===== src/rtl/flags_status_unit_pkg.sv =====
// rtl/flags_status_unit_pkg.sv - shared flag/branch types and the branch condition evaluator
package flags_status_unit_pkg;

    typedef enum logic [2:0] {
        COND_ALWAYS = 3'd0,
        COND_Z      = 3'd1,
        COND_NZ     = 3'd2,
        COND_C      = 3'd3,
        COND_NC     = 3'd4,
        COND_N      = 3'd5,
        COND_NN     = 3'd6,
        COND_NEVER  = 3'd7
    } branch_cond_t;

    localparam int FLAG_Z = 0;
    localparam int FLAG_C = 1;
    localparam int FLAG_N = 2;

    typedef logic [2:0] flags_t;

    function automatic logic cond_met(input branch_cond_t cond, input flags_t flags);
        logic met;
        met = 1'b0;
        case (cond)
            COND_ALWAYS: met = 1'b1;
            COND_Z:      met = flags[FLAG_Z];
            COND_NZ:     met = ~flags[FLAG_Z];
            COND_C:      met = flags[FLAG_C];
            COND_NC:     met = ~flags[FLAG_C];
            COND_N:      met = flags[FLAG_N];
            COND_NN:     met = ~flags[FLAG_N];
            COND_NEVER:  met = 1'b0;
            default:     met = 1'b0;
        endcase
        return met;
    endfunction

endpackage


===== src/rtl/flags_status_unit_if.sv =====
// rtl/flags_status_unit_if.sv - control-unit/ALU side bundle of the flags status unit
interface flags_status_unit_if #(
    parameter int DATA_WIDTH = 8
);
    logic [DATA_WIDTH-1:0] alu_result_i;
    logic                  alu_carry_i;
    logic                  load_flags_i;
    logic                  load_zn_i;
    logic                  set_carry_i;
    logic                  clr_carry_i;
    logic                  push_i;
    logic                  pop_i;
    logic                  branch_eval_i;
    logic [2:0]            cond_i;
    logic                  flag_zero_o;
    logic                  flag_carry_o;
    logic                  flag_negative_o;
    logic                  branch_taken_o;
    logic                  stack_full_o;
    logic                  stack_empty_o;
    logic                  stack_err_o;

    modport master (
        output alu_result_i, alu_carry_i, load_flags_i, load_zn_i, set_carry_i, clr_carry_i,
               push_i, pop_i, branch_eval_i, cond_i,
        input  flag_zero_o, flag_carry_o, flag_negative_o, branch_taken_o,
               stack_full_o, stack_empty_o, stack_err_o
    );

    modport slave (
        input  alu_result_i, alu_carry_i, load_flags_i, load_zn_i, set_carry_i, clr_carry_i,
               push_i, pop_i, branch_eval_i, cond_i,
        output flag_zero_o, flag_carry_o, flag_negative_o, branch_taken_o,
               stack_full_o, stack_empty_o, stack_err_o
    );
endinterface


===== src/rtl/flags_status_unit_lifo.sv =====
// rtl/flags_status_unit_lifo.sv - saved-flag LIFO with sticky overflow/underflow/collision error
module flags_lifo
    import flags_status_unit_pkg::*;
#(
    parameter int STACK_DEPTH = 4
) (
    input  logic   clk,
    input  logic   reset,
    input  logic   push,
    input  logic   pop,
    input  flags_t wdata,
    output flags_t rdata,
    output logic   full,
    output logic   empty,
    output logic   err
);
    localparam int AW = $clog2(STACK_DEPTH);
    localparam int PW = AW + 1;

    logic [PW-1:0] r_ptr;
    logic          r_err;
    flags_t        r_mem [STACK_DEPTH];

    logic          w_push_ok;
    logic          w_pop_ok;
    logic          w_bad;
    logic [AW-1:0] w_wr_idx;
    logic [AW-1:0] w_top_idx;

    assign full      = (r_ptr == PW'(STACK_DEPTH));
    assign empty     = (r_ptr == '0);
    assign err       = r_err;
    assign w_push_ok = push & ~pop & ~full;
    assign w_pop_ok  = pop & ~push & ~empty;
    assign w_bad     = (push & pop) | (push & full) | (pop & empty);
    assign w_wr_idx  = r_ptr[AW-1:0];
    // Wraps harmlessly when empty; the entry is only consumed on a legal pop.
    assign w_top_idx = r_ptr[AW-1:0] - AW'(1);
    assign rdata     = r_mem[w_top_idx];

    always_ff @(posedge clk or negedge reset) begin
        if (!reset) begin
            r_ptr <= '0;
            r_err <= 1'b0;
        end else begin
            if (w_push_ok) begin
                r_ptr <= r_ptr + PW'(1);
            end else if (w_pop_ok) begin
                r_ptr <= r_ptr - PW'(1);
            end
            if (w_bad) begin
                r_err <= 1'b1;
            end
        end
    end

    always_ff @(posedge clk) begin
        if (w_push_ok) begin
            r_mem[w_wr_idx] <= wdata;
        end
    end

endmodule


===== src/rtl/flags_status_unit.sv =====
// rtl/flags_status_unit.sv - Z/C/N flag registers, branch evaluation and push/pop of saved flags
module flags_status_unit
    import flags_status_unit_pkg::*;
#(
    parameter int DATA_WIDTH  = 8,
    parameter int STACK_DEPTH = 4
) (
    input  logic                clk,
    input  logic                reset,
    flags_status_unit_if.slave  bus
);
    flags_t r_flags;
    logic   r_branch_taken;

    flags_t w_alu_flags;
    flags_t w_flags_next;
    flags_t w_pop_data;
    logic   w_full;
    logic   w_empty;
    logic   w_err;
    logic   w_pop_ok;

    assign w_alu_flags[FLAG_Z] = (bus.alu_result_i == '0);
    assign w_alu_flags[FLAG_C] = bus.alu_carry_i;
    assign w_alu_flags[FLAG_N] = bus.alu_result_i[DATA_WIDTH-1];
    assign w_pop_ok            = bus.pop_i & ~bus.push_i & ~w_empty;

    // Applied lowest priority first so each higher source overwrites only the bits it owns.
    always_comb begin
        w_flags_next = r_flags;
        if (bus.load_zn_i) begin
            w_flags_next[FLAG_Z] = w_alu_flags[FLAG_Z];
            w_flags_next[FLAG_N] = w_alu_flags[FLAG_N];
        end
        if (bus.load_flags_i) begin
            w_flags_next = w_alu_flags;
        end
        if (bus.set_carry_i && bus.clr_carry_i) begin
            w_flags_next[FLAG_C] = r_flags[FLAG_C];
        end else if (bus.set_carry_i || bus.clr_carry_i) begin
            w_flags_next[FLAG_C] = bus.set_carry_i;
        end
        if (w_pop_ok) begin
            w_flags_next = w_pop_data;
        end
    end

    always_ff @(posedge clk or negedge reset) begin
        if (!reset) begin
            r_flags        <= '0;
            r_branch_taken <= 1'b0;
        end else begin
            r_flags        <= w_flags_next;
            r_branch_taken <= bus.branch_eval_i & cond_met(branch_cond_t'(bus.cond_i), r_flags);
        end
    end

    flags_lifo #(
        .STACK_DEPTH (STACK_DEPTH)
    ) u_lifo (
        .clk   (clk),
        .reset (reset),
        .push  (bus.push_i),
        .pop   (bus.pop_i),
        .wdata (r_flags),
        .rdata (w_pop_data),
        .full  (w_full),
        .empty (w_empty),
        .err   (w_err)
    );

    assign bus.flag_zero_o     = r_flags[FLAG_Z];
    assign bus.flag_carry_o    = r_flags[FLAG_C];
    assign bus.flag_negative_o = r_flags[FLAG_N];
    assign bus.branch_taken_o  = r_branch_taken;
    assign bus.stack_full_o    = w_full;
    assign bus.stack_empty_o   = w_empty;
    assign bus.stack_err_o     = w_err;

endmodule


===== src/flat_wrapper.sv =====
// flat-port wrapper written by rule: the top's interface ports become plain ports
module flags_status_unit_flat import flags_status_unit_pkg::*;
#(
    parameter int DATA_WIDTH  = 8,
    parameter int STACK_DEPTH = 4
)
  (clk, reset, bus_alu_result_i, bus_alu_carry_i, bus_load_flags_i, bus_load_zn_i, bus_set_carry_i, bus_clr_carry_i, bus_push_i, bus_pop_i, bus_branch_eval_i, bus_cond_i, bus_flag_zero_o, bus_flag_carry_o, bus_flag_negative_o, bus_branch_taken_o, bus_stack_full_o, bus_stack_empty_o, bus_stack_err_o);
  flags_status_unit_if #(.DATA_WIDTH(DATA_WIDTH)) bus_i ();
  input  logic clk;
  input  logic reset;
  input wire logic [$bits(bus_i.alu_result_i)-1:0] bus_alu_result_i;
  input wire logic [$bits(bus_i.alu_carry_i)-1:0] bus_alu_carry_i;
  input wire logic [$bits(bus_i.load_flags_i)-1:0] bus_load_flags_i;
  input wire logic [$bits(bus_i.load_zn_i)-1:0] bus_load_zn_i;
  input wire logic [$bits(bus_i.set_carry_i)-1:0] bus_set_carry_i;
  input wire logic [$bits(bus_i.clr_carry_i)-1:0] bus_clr_carry_i;
  input wire logic [$bits(bus_i.push_i)-1:0] bus_push_i;
  input wire logic [$bits(bus_i.pop_i)-1:0] bus_pop_i;
  input wire logic [$bits(bus_i.branch_eval_i)-1:0] bus_branch_eval_i;
  input wire logic [$bits(bus_i.cond_i)-1:0] bus_cond_i;
  output wire logic [$bits(bus_i.flag_zero_o)-1:0] bus_flag_zero_o;
  output wire logic [$bits(bus_i.flag_carry_o)-1:0] bus_flag_carry_o;
  output wire logic [$bits(bus_i.flag_negative_o)-1:0] bus_flag_negative_o;
  output wire logic [$bits(bus_i.branch_taken_o)-1:0] bus_branch_taken_o;
  output wire logic [$bits(bus_i.stack_full_o)-1:0] bus_stack_full_o;
  output wire logic [$bits(bus_i.stack_empty_o)-1:0] bus_stack_empty_o;
  output wire logic [$bits(bus_i.stack_err_o)-1:0] bus_stack_err_o;
  assign bus_i.alu_result_i = bus_alu_result_i;
  assign bus_i.alu_carry_i = bus_alu_carry_i;
  assign bus_i.load_flags_i = bus_load_flags_i;
  assign bus_i.load_zn_i = bus_load_zn_i;
  assign bus_i.set_carry_i = bus_set_carry_i;
  assign bus_i.clr_carry_i = bus_clr_carry_i;
  assign bus_i.push_i = bus_push_i;
  assign bus_i.pop_i = bus_pop_i;
  assign bus_i.branch_eval_i = bus_branch_eval_i;
  assign bus_i.cond_i = bus_cond_i;
  assign bus_flag_zero_o = bus_i.flag_zero_o;
  assign bus_flag_carry_o = bus_i.flag_carry_o;
  assign bus_flag_negative_o = bus_i.flag_negative_o;
  assign bus_branch_taken_o = bus_i.branch_taken_o;
  assign bus_stack_full_o = bus_i.stack_full_o;
  assign bus_stack_empty_o = bus_i.stack_empty_o;
  assign bus_stack_err_o = bus_i.stack_err_o;
  flags_status_unit #(.DATA_WIDTH(DATA_WIDTH), .STACK_DEPTH(STACK_DEPTH)) u_core (.clk(clk), .reset(reset), .bus(bus_i));
endmodule

===== config.mk =====
export PLATFORM = sky130hd
export DESIGN_NAME = flags_status_unit_flat
export DESIGN_NICKNAME = d
export VERILOG_FILES = /design/src/rtl/flags_status_unit_pkg.sv /design/src/rtl/flags_status_unit_if.sv /design/src/rtl/flags_status_unit_lifo.sv /design/src/rtl/flags_status_unit.sv /design/src/flat_wrapper.sv
export SDC_FILE = /design/constraint.sdc
export NUM_CORES = 1
export LEC_CHECK = 0
export BUFFER_PORTS_ARGS = -buffer_cell sky130_fd_sc_hd__buf_2
export CAP_MARGIN = 0
export CORE_AREA = 2 2 52 54
export DETAILED_ROUTE_END_ITERATION = 12
export DIE_AREA = 0 0 54 56
export HOLD_SLACK_MARGIN = 0.15
export PLACE_DENSITY = 0.8
export SETUP_SLACK_MARGIN = 0.05
export SYNTH_ARGS = -nofsm -noshare
export SYNTH_HDL_FRONTEND = slang
export SYNTH_SLANG_ARGS = --single-unit

===== constraint.sdc =====
create_clock -name clk -period 2.3 [get_ports clk]
set_clock_uncertainty 0.1 [all_clocks]
set_input_delay 0 -clock clk [delete_from_list [all_inputs] [get_ports clk]]
set_output_delay 0 -clock clk [all_outputs]
set_load 0.02 [all_outputs]

==> flow_summary.json <==
{
  "status": "complete, no violations",
  "area_growth_pct": 42.19,
  "grt_pass1_wl_um": 4146,
  "relSlewSlack_pct": 69.95,
  "rows": 18,
  "pre_cts_ws_ns": 0.1157,
  "r2r_start": "u_core.u_lifo.r_ptr[1]",
  "drive_above_1_share_pct": 35.51,
  "stdcell_count": 168,
  "worstPathRequired_ns": 2.43,
  "vdd_drop_max_mv": 1.017,
  "maxCapViolCount": 0,
  "cp_top_family": "adder cells",
  "syn_area_mm2": 0.001050,
  "die_area_mm2": 0.003024,
  "synthCells": 86,
  "worstSetupStartpoint": "u_core.u_lifo.r_ptr[1]",
  "worst_path_max_delay_cell": "fa_1",
  "post-route-min-period_ns": 2.155,
  "seq_power_share_pct": 34.9,
  "rsz0062_at_grt": "yes",
  "stdcell_area_mm2": 0.001493,
  "p_int_mw": 1.017,
  "avgViaCountPerCell": 5.101,
  "finalCritPeriodShare_pct": 93.71,
  "final_util_pct": 61.37,
  "port_buffers": 27,
  "hold-worst-slack_ns": 0.4798,
  "sw_frac_of_total_pct": 34.52,
  "clock_latency_ns": 0.30,
  "crit_path_start_kind": "flip-flop",
  "path_max_fanout": 4,
  "initial_core_util_pct": 43.16,
  "yosysMostFrequentCell": "edfxtp_1",
  "p_per_area_mw_per_mm2": 1041,
  "endpoint_kind": "flip-flop",
  "async_flop_share_pct": 40.00,
  "numPlacedInstances": 147,
  "arrival_ns": 2.28,
  "cts_tree": "yes",
  "worst-path-buf-inv": 2,
  "worstSetupPathType": "flip-flop to flip-flop",
  "fin_nets": 165,
  "p_comb_share_pct": 46.7,
  "fmax_ghz": 0.4640,
  "synth_enable_flop_cells": 12,
  "ys_seq_elements": 20,
  "wire_per_inst_um": 15.48,
  "clockBufferDepth": 2,
  "crit_top_cell": "inv_1",
  "synth_top_area_share_pct": 34.33,
  "final.setup.tns_ns": 0,
  "synth-seq-area-share_pct": 53.40,
  "hp-start": "u_core.r_flags[1]",
  "gp_congestion": 0.7838,
  "io_pins": 28,
  "grt_pass1_vias": 918,
  "drt_iter0_markers": 17,
  "synth_top_cell_by_area": "edfxtp_1",
  "core_mm2": 0.002432,
  "cts_max_level": 1,
  "grt.overflow.total": 0,
  "drt-total-wl_um": 2601,
  "setup_viol_count_final": 0,
  "p_switching_mw": 0.5361,
  "power_mw": 1.553,
  "cp_cell_sequence": "inv_1 -> ha_2 -> and2_4 -> nor2_4 -> inv_1 -> fa_1 -> o22ai_1 -> o21a_1 -> a211oi_2",
  "antenna_found_initial": 0,
  "gr-usage-all-layers_pct": 19.15,
  "worstMarginPinSlew_ns": 0.4493,
  "die_width_um": 54,
  "grt_max_degree": 13,
  "hold_class": "flip-flop to flip-flop",
  "hold_violations": 0,
  "final_antenna_net_count": 0,
  "clk_pin_slew_worst_paths_ns": 0.11,
  "antenna_cells": 0,
  "drc": 0,
  "vias": 857,
  "synth.distinct_cells": 30,
  "synth_flop_cell": "edfxtp_1",
  "place_area_mm2": 0.001266,
  "firstDrtPassIters": 5,
  "yosys_warnings": 0,
  "avgSynthCellArea_um2": 12.21,
  "numCtsBuffers": 3,
  "root_buffer": "clkbuf_4",
  "synth.top_cells.by_area": "edfxtp_1 (34%), dfrtp_1 (19%), mux4_1 (5.0%), ha_1 (4.8%), and2_1 (3.6%)",
  "syn_nets": 112,
  "slowest_delay_ns": 0.55,
  "p_clk_share_pct": 18.4,
  "clock-sinks": 20,
  "worst_slack_ns": 0.1448,
  "die_y_um": 56,
  "p_leak_nw": 0.6465,
  "dpl.hpwl_um": 1765,
  "finalMaxSlewViolations": 0,
  "synthTopCellsByCount": "edfxtp_1 (12), nand2_1 (9), dfrtp_1 (8)"
}
[kinds of logic (layout without fill, tap and decap cells)]
family,count (synthesis),in the layout,share of synthesized area [%]
AOI/OAI and AO/OA,16,16,10.25
xor gates and xnor gates,3,3,2.503
adders and majority gates,5,5,6.675
buffers and inverters,7,59,2.622
DFF,20,20,53.40
muxes,6,6,10.61
and+or+nand+nor,29,29,13.95
[layer usage]
metal / share of wire (%) / global-route usage, % / routed length [µm] / vias up
li1: - / - / - / 415
met5: 0 / 0 / 0 / -
met2: 56 / 35.54 / 1454 / 20
met4: 1.0 / 3.571 / 27 / 0
met1: 40 / 22.14 / 1030 / 417
met3: 3.4 / 3.495 / 89 / 5
[layout make-up]
class | count | area (µm²)
Timing Repair Buffer | 49 | 337.8
Tap cell | 30 | 37.54
Clock inverter | 1 | 30.03
Multi-Input combinational cell | 59 | 479.2
Inverter | 6 | 22.52
Fill cell | 192 | 939.7
Clock buffer | 3 | 22.52
Sequential cell | 20 | 563.0
[cells in the final DEF, fill, tap and decap left out, drive strengths merged, types with 2 or more instances in the layout]
master        n
buf          34
dlygate4sd3  15
edfxtp       12
nand2         9
dfrtp         8
inv           6
and2          6
nor2          6
o21ai         5
ha            4
nand2b        3
clkbuf        3
mux4          3
o22ai         2
nor3          2
a21oi         2
xnor2         2
nor4          2
a211oi        2
mux2          2
[path summary, 6_finish.rpt]
kind / to / depth (start not counted) / slack [ns]
min in group asynchronous: u_core.u_lifo.err / 3 / 0.60
hold reg to reg: u_core.u_lifo.r_mem[0][1] / 0 / 0.48
setup reg to reg: u_core.u_lifo.r_ptr[1] / 9 / 0.14
hold / removal: u_core.u_lifo.r_mem[0][1] / 0 / 0.48
max in group asynchronous: u_core.u_lifo.r_ptr[0] / 3 / 1.16
setup / recovery: u_core.u_lifo.r_ptr[1] / 9 / 0.14
[power groups by stage]
stage	Clock, mW	Combinational (mW)	Sequential (mW)
finish	0.286	0.726	0.542
detailed placement	0	0.642	0.546
CTS	0.290	0.676	0.539
floorplan	0	0.394	0.572
global placement	0	0.624	0.538
global route	0.307	0.783	0.549
[worst register-to-register path, delay by kind of cell, from the launching register on]
family | cells | cell delay (ns)
and+or+nand+nor | 2 | 0.27
AOI/OAI and AO/OA | 3 | 0.42
adders and majority gates | 2 | 0.74
buffers and inverters | 2 | 0.17
DFF | 1 | 0.38
[sequential cells by signal, indices dropped and copies added, names as in the netlist]
signal	cells
u_core.bus.branch_taken_o	1
u_core.r_flags	3
u_core.u_lifo.err	1
u_core.u_lifo.r_mem	12
u_core.u_lifo.r_ptr	3
[what timing repair did]
item                                   4_1_cts  5_1_grt
setup endpoints to repair                    0        3
resized for setup                            0        3
hold buffers                                15        0
endpoints found under the hold margin       15        0
setup buffers                                0        2
Power figures use the tool's default switching activity.
